===== config.mk =====
export PLATFORM = sky130hd
export DESIGN_NAME = mul_long_unit
export DESIGN_NICKNAME = d
export VERILOG_FILES = /design/src/rtl/mul_long_unit.sv
export SDC_FILE = /design/constraint.sdc
export NUM_CORES = 1
export LEC_CHECK = 0
export BUFFER_PORTS_ARGS = -buffer_cell sky130_fd_sc_hd__buf_2
export CAP_MARGIN = 20
export CORE_UTILIZATION = 50
export CTS_BUF_LIST = sky130_fd_sc_hd__clkbuf_8
export CTS_CLUSTER_DIAMETER = 30
export DETAILED_ROUTE_END_ITERATION = 8
export HOLD_SLACK_MARGIN = 0.12
export PLACE_DENSITY = 0.76
export SETUP_SLACK_MARGIN = 0.05
export SYNTH_ARGS = -nofsm -noshare
export SYNTH_HDL_FRONTEND = slang
export SYNTH_SLANG_ARGS = --single-unit
export TNS_END_PERCENT = 100

===== constraint.sdc =====
create_clock -name clk -period 2.7 [get_ports clk]
set_input_delay 0 -clock clk [delete_from_list [all_inputs] [get_ports clk]]
set_output_delay 0 -clock clk [all_outputs]
set_load 0.01 [all_outputs]

===== src/rtl/mul_long_unit.sv =====
// Iterative shift-add 32x32 multiplier for UMULL/SMULL/MUL; drives register-file write-back pair.
// Latency: done pulses in the cycle after the 33rd rising edge following the accepted start.
// Backpressure: busy stays high from accept through DONE; start is ignored unless IDLE.
module mul_long_unit #(
   parameter int WIDTH = 32
) (
   input  logic             clk,
   input  logic             reset,
   input  logic             start,
   input  logic             is_signed,
   input  logic             long_en,
   input  logic [WIDTH-1:0] a,
   input  logic [WIDTH-1:0] b,
   input  logic [3:0]       rd_lo,
   input  logic [3:0]       rd_hi,
   output logic             busy,
   output logic             done,
   output logic             we,
   output logic             long_out,
   output logic [3:0]       a3,
   output logic [3:0]       a4,
   output logic [WIDTH-1:0] lo,
   output logic [WIDTH-1:0] hi
);

   localparam int CW = $clog2(WIDTH) + 1;

   typedef enum logic [1:0] {IDLE, CALC, SIGN, DONE} state_t;

   state_t             state_q, state_d;
   logic [WIDTH-1:0]   mcand_q, mcand_d;   // multiplicand magnitude
   logic [WIDTH-1:0]   mplr_q,  mplr_d;    // multiplier, shifted out LSB-first; fills with product low half
   logic [WIDTH-1:0]   acc_q,   acc_d;     // accumulator upper half
   logic [CW-1:0]      cnt_q,   cnt_d;
   logic               neg_q,   neg_d;
   logic               long_q,  long_d;
   logic [3:0]         a3_q,    a3_d;
   logic [3:0]         a4_q,    a4_d;
   logic [WIDTH-1:0]   lo_q,    lo_d;
   logic [WIDTH-1:0]   hi_q,    hi_d;

   logic [WIDTH:0]     sum;
   logic [2*WIDTH-1:0] prod;
   logic [2*WIDTH-1:0] res;

   // Next-state, datapath step and result capture
   always_comb begin
      state_d = state_q;
      mcand_d = mcand_q;
      mplr_d  = mplr_q;
      acc_d   = acc_q;
      cnt_d   = cnt_q;
      neg_d   = neg_q;
      long_d  = long_q;
      a3_d    = a3_q;
      a4_d    = a4_q;
      lo_d    = lo_q;
      hi_d    = hi_q;

      // carry-out of the upper-half add is kept as the bit shifted back in
      sum  = {1'b0, acc_q} + (mplr_q[0] ? {1'b0, mcand_q} : {(WIDTH+1){1'b0}});
      prod = {acc_q, mplr_q};
      res  = neg_q ? -prod : prod;

      case (state_q)
         IDLE: begin
            if (start) begin
               long_d  = long_en;
               a3_d    = rd_lo;
               a4_d    = rd_hi;
               // magnitude of the most-negative value wraps to itself, which is correct unsigned
               mcand_d = (is_signed && a[WIDTH-1]) ? -a : a;
               mplr_d  = (is_signed && b[WIDTH-1]) ? -b : b;
               neg_d   = is_signed & (a[WIDTH-1] ^ b[WIDTH-1]);
               acc_d   = '0;
               cnt_d   = '0;
               state_d = CALC;
            end
         end
         CALC: begin
            acc_d  = sum[WIDTH:1];
            mplr_d = {sum[0], mplr_q[WIDTH-1:1]};
            cnt_d  = cnt_q + CW'(1);
            if (cnt_q == CW'(WIDTH - 1)) begin
               state_d = SIGN;
            end
         end
         SIGN: begin
            lo_d    = res[WIDTH-1:0];
            hi_d    = long_q ? res[2*WIDTH-1:WIDTH] : '0;
            state_d = DONE;
         end
         DONE: begin
            state_d = IDLE;
         end
         default: begin
            state_d = IDLE;
         end
      endcase
   end

   // State register with synchronous active-low reset; reset aborts any operation in flight
   always_ff @(posedge clk) begin
      if (!reset) begin
         state_q <= IDLE;
         mcand_q <= '0;
         mplr_q  <= '0;
         acc_q   <= '0;
         cnt_q   <= '0;
         neg_q   <= 1'b0;
         long_q  <= 1'b0;
         a3_q    <= '0;
         a4_q    <= '0;
         lo_q    <= '0;
         hi_q    <= '0;
      end else begin
         state_q <= state_d;
         mcand_q <= mcand_d;
         mplr_q  <= mplr_d;
         acc_q   <= acc_d;
         cnt_q   <= cnt_d;
         neg_q   <= neg_d;
         long_q  <= long_d;
         a3_q    <= a3_d;
         a4_q    <= a4_d;
         lo_q    <= lo_d;
         hi_q    <= hi_d;
      end
   end

   assign busy     = (state_q != IDLE);
   assign done     = (state_q == DONE);
   assign we       = done;
   assign long_out = long_q;
   assign a3       = a3_q;
   assign a4       = a4_q;
   assign lo       = lo_q;
   assign hi       = hi_q;

endmodule

Word level (Yosys, flattened, before mapping)
Cells that the tools add are included.
Widths: inputs -> output; s select.

storage, ports and cells
  flip-flop bits (word level) = 178
  logic and storage cells = 46
  output and inout bits = 76
  bits of input ports = 77

cells by class
  multiplexer cells = 14
  equality and inequality tests = 6
  bitwise gates (word level) = 2
  add/sub/neg operators = 5
  reductions and logical operators = 8

operators with widths
  kind                 count
  $mux 32              6
  $pmux 32 s2          2
  $mux 64              1
  $neg 32->32          2
  $neg 64->64          1
  $add 32x32->33       1
  $pmux 6 s2           1
  $pmux 2 s4           1
  $add 6x1->6 const B  1
  $eq 6x5->1 const B   1
  $mux 6               1
  $reduce_and 2->1     3
  $eq 2x2->1 const B   2
  $mux 2               2
  $ne 2x2->1 const B   2
  $reduce_bool 2->1    2
  $eq 2x1->1 const B   1
  $logic_and 1x1->1    2
  $logic_not 2->1      1
  $and 1x1->1          1
  $xor 1x1->1          1

Depth between registers and ports, before layout
  depth in word-level cells = 4
  depth in mapped cells = 14
  depth with buffers taken out = 12

Worst setup path after synthesis
Ideal clock, no wire load.

  kind = reg2reg
  start = reg mplr_q[0]
  end = reg acc_q[27]
  setup slack = -0.215 ns
  buffers on the path = 2
  library setup time = 0.117 ns
  cell stages (with the launch flop) = 15
  period minus slack after synthesis = 2.915 ns
  data required time = 2.583 ns
  arrival time = 2.797 ns
  path through = dfxtp_1 > clkbuf_1 > clkbuf_1 > and2_1 > ha_1 > inv_1 > fa_1 > nor2b_1 > o31a_1 > o311ai_0 > nand2_1 > a221o_1 > a31oi_1 > mux2i_1 > nand2_1

between the ends
  cells in the longest elaborated chain, start to end = 3

RTL lines
  element                 line  text
  start, declared         32    logic [WIDTH-1:0] mplr_q, mplr_d;
  start signal, assigned  119   mplr_q <= mplr_d;
  $mux 32                 61    sum = {1'b0, acc_q} + (mplr_q[0] ? {1'b0, mcand_q} : {(WIDTH+1){1'b0}});
  $add 32x32->33          61
  $pmux 32 s2             65    case (state_q)
  end signal, assigned    108   acc_q <= '0;
  end signal, assigned    120   acc_q <= acc_d;
  end, declared           33    logic [WIDTH-1:0] acc_q, acc_d;

No other way between the ends.
A chain may end at the register's enable or synchronous reset.

Worst setup path after layout
  start = reg acc_q[4]
  end = reg hi_q[18] (netlist: hi[18])

between the ends
  cells in the longest elaborated chain, start to end = 3

RTL lines
  element               line  text
  $neg 64->64           63    res = neg_q ? -prod : prod;
  $mux 64               63
  $mux 32               90    hi_d = long_q ? res[2*WIDTH-1:WIDTH] : '0;
  end signal, assigned  127   hi_q <= hi_d;
  end, declared         40    logic [WIDTH-1:0] hi_q, hi_d;

No other way between the ends.

==> results.tsv <==
metric	value	unit
share of cells above drive strength 1	0.239	
core area	21900	sq um
GRT busiest layer	met2	
Worst Path Max Fanout	2	
hold depth	5	
Hold Crit Start	start	
Register Area	3570	sq um
routed length per instance	17.0	um
sequential-to-total area share from yosys stat	0.319	
critical path class	reg2reg	
fin cells	1993	
Yosys warnings	0	
CTS max path bufs	2	
fin nets	1818	
Post-synth ARST share	0	
drt pass-1 iters	8	
port bufs	152	
Avg Synthesized Cell Area	7.88	sq um
CP required	3.04	ns
Initial DRC Count	936	
clock slew at reported path FFs	0.11	ns
commonest cells after routing, fill and taps aside	244 x nand2_1, 173 x dfxtp_1, 151 x buf_2, 118 x o21ai_0, 112 x buf_4	
row count	54	
final setup fails	3	
RSZ-0062 raised after global routing	yes	
met3 GRT Util	0.0560	
max cap viols	0	
Multi-input gate area	7790	sq um
M1 GR Usage	0.418	
final worst path period share	1.02	
GR Util met2	0.419	
worst-margin pin slew	1.03	ns
area delta synth->final	32.0	%
outcome	finished with violations	
post-layout util	0.674	
Final HPWL DP	23500	um
crit path time final	2.76	ns
RR Startpoint	acc_q[4]$_SDFFE_PN0P_	
# IOs	153	
Vias	11600	
Yosys cell types	62	
initial antenna violation count	0	
post-route ant nets	0	
crit path from	acc_q[4]$_SDFFE_PN0P_	
Mapped Cells	1417	
Setup TNS	-0.0668	ns
first-pass GRT wire length	51800	um
Die Span Y	151	um
Fin. Hold Viols	0	
CTS Sinks	178	
Tot GR Track Use	0.285	
largest net degree at the start of global routing	69	
Filler Cells Inserted	1785	
Die X	151	um
hold crit path type	in2reg	
Slew HR	0.314	
clock skew	0.0180	ns
antenna fix cells	0	
Max Slew Vio Count	0	
number of synthesized register bits	178	
Total Die Area	22900	sq um
failing checks	negative setup slack	
total power	10800	uW
number of synthesized flops with an enable pin	0	
P per Cell Area	729	nW/um^2
Worst setup SP type	flip-flop	
Worst Path Arrival	3.10	ns
later-pin clock latency in the skew report	0.48	ns
worst reg-to-reg path cell count	8	
Synth Flop Type	dfxtp_1	
Post-Route WL	33800	um
vias in the first global route	10400	
Final WS setup	-0.0619	ns
Peak VDD IR	0.000684	V
number of remaining DRC errors	0	
placed cells	1865	
H-tree depth	4	
Leak Pwr	0.00655	uW
Fmax	362	MHz
TritonCTS Buffers	17	
Worst Setup End Kind	flip-flop	
vias per cell	5.80	
commonest non-fill, non-tap cell in the layout	nand2_1	
CTS tree	yes	
FF-to-FF setup slack	-0.06	ns
gp weighted congestion	0.932	
Overflow after GRT	0	
Initial Utilization	0.510	
Syn Nets	1535	
Post-Syn Area	11200	sq um
Root Buffer	clkbuf_8	
area by class of cell:
type                            count  area share
Clock buffer                       17      0.0159
Clock inverter                     15      0.0114
Inverter                           25     0.00636
Multi-Input combinational cell   1122       0.529
Sequential cell                   178       0.242
Tap cell                          280      0.0238
Timing Repair Buffer              356       0.172
critical path: stages (launching register included):
cell	delay, ns
dfxtp_2	0.33
or4_4	0.53
or3_4	0.34
or2_1	0.23
or4_4	0.44
or3_4	0.35
a21oi_2	0.14
xor2_1	0.18
o21ai_1	0.08
through the flow:
stage / hold WS [ns] / instance area (sq um) / setup slack (ns)
4_1_cts: 0.127 / 14300 / -0.00922
3_3_place_gp: 0.250 / 12800 / -0.101
5_1_grt: 0.184 / 14700 / -0.112
2_1_floorplan: 0.145 / 11200 / -0.185
3_5_place_dp: 0.259 / 12800 / -0.143
6_report: 0.174 / 14700 / -0.0619
per-layer routing:
metal	wire length, um	share of wire
met1	15600	0.46
met2	14600	0.43
met3	2950	0.087
met4	669	0.020
met5	0	0
power breakdown:
| part | switching (uW) | internal, uW | leakage (uW) |
|---|---|---|---|
| Sequential | 484 | 3220 | 0.00145 |
| Combinational | 3040 | 2160 | 0.00490 |
| Clock | 1160 | 697 | 0.000192 |
| Total | 4680 | 6070 | 0.00655 |
path summary, 6_finish.rpt:
check	end
worst max-delay path	hi[18]$_SDFFE_PN0P_
worst max register to register	hi[18]$_SDFFE_PN0P_
worst min-delay path	mplr_q[30]$_SDFFE_PN0P_
worst min register to register	hi[25]$_SDFFE_PN0P_
cell usage after synthesis (all sizes together) (10+ instances only):
cell / number / share of area
a21boi: 29 / 0.019
a21o: 14 / 0.0094
a21oi: 70 / 0.032
a31oi: 12 / 0.0067
and2: 48 / 0.027
clkbuf: 84 / 0.028
dfxtp: 178 / 0.32
ha: 40 / 0.045
inv: 25 / 0.0084
nand2: 247 / 0.083
nand2b: 10 / 0.0056
nand3: 21 / 0.0094
nor2: 41 / 0.014
nor2b: 27 / 0.015
nor3: 20 / 0.0090
o211a: 63 / 0.056
o211ai: 17 / 0.011
o21ai: 139 / 0.062
o31ai: 26 / 0.017
o41ai: 20 / 0.016
or3: 30 / 0.017
or4: 11 / 0.0081
xnor2: 53 / 0.042
xor2: 88 / 0.069
timing repair:
item / CTS / global route
hold endpoints to repair: 95 / 0
hold buffers: 89 / 0
buffers inserted: 1 / 6
gates resized for setup: 34 / 99
setup endpoints to repair: 34 / 58
pin swaps: 9 / 35
kinds of logic after synthesis:
family | count (synthesis) | synth area share
buffers and inverters | 117 | 0.0399
multiplexers | 6 | 0.00538
XOR/XNOR | 141 | 0.111
adder cells (fa/ha/maj) | 41 | 0.0466
AO/OA/AOI/OAI | 435 | 0.264
flip-flops | 178 | 0.319
AND/OR/NAND/NOR | 499 | 0.215
state kept, by name, summed over array words and instances (netlist names):
register,cells
hi,32
a4,4
long_out,1
neg_q,1
cnt_q,6
lo,32
acc_q,32
a3,4
mplr_q,32
state_q,2
mcand_q,32
(Power assumes the default switching activity.)
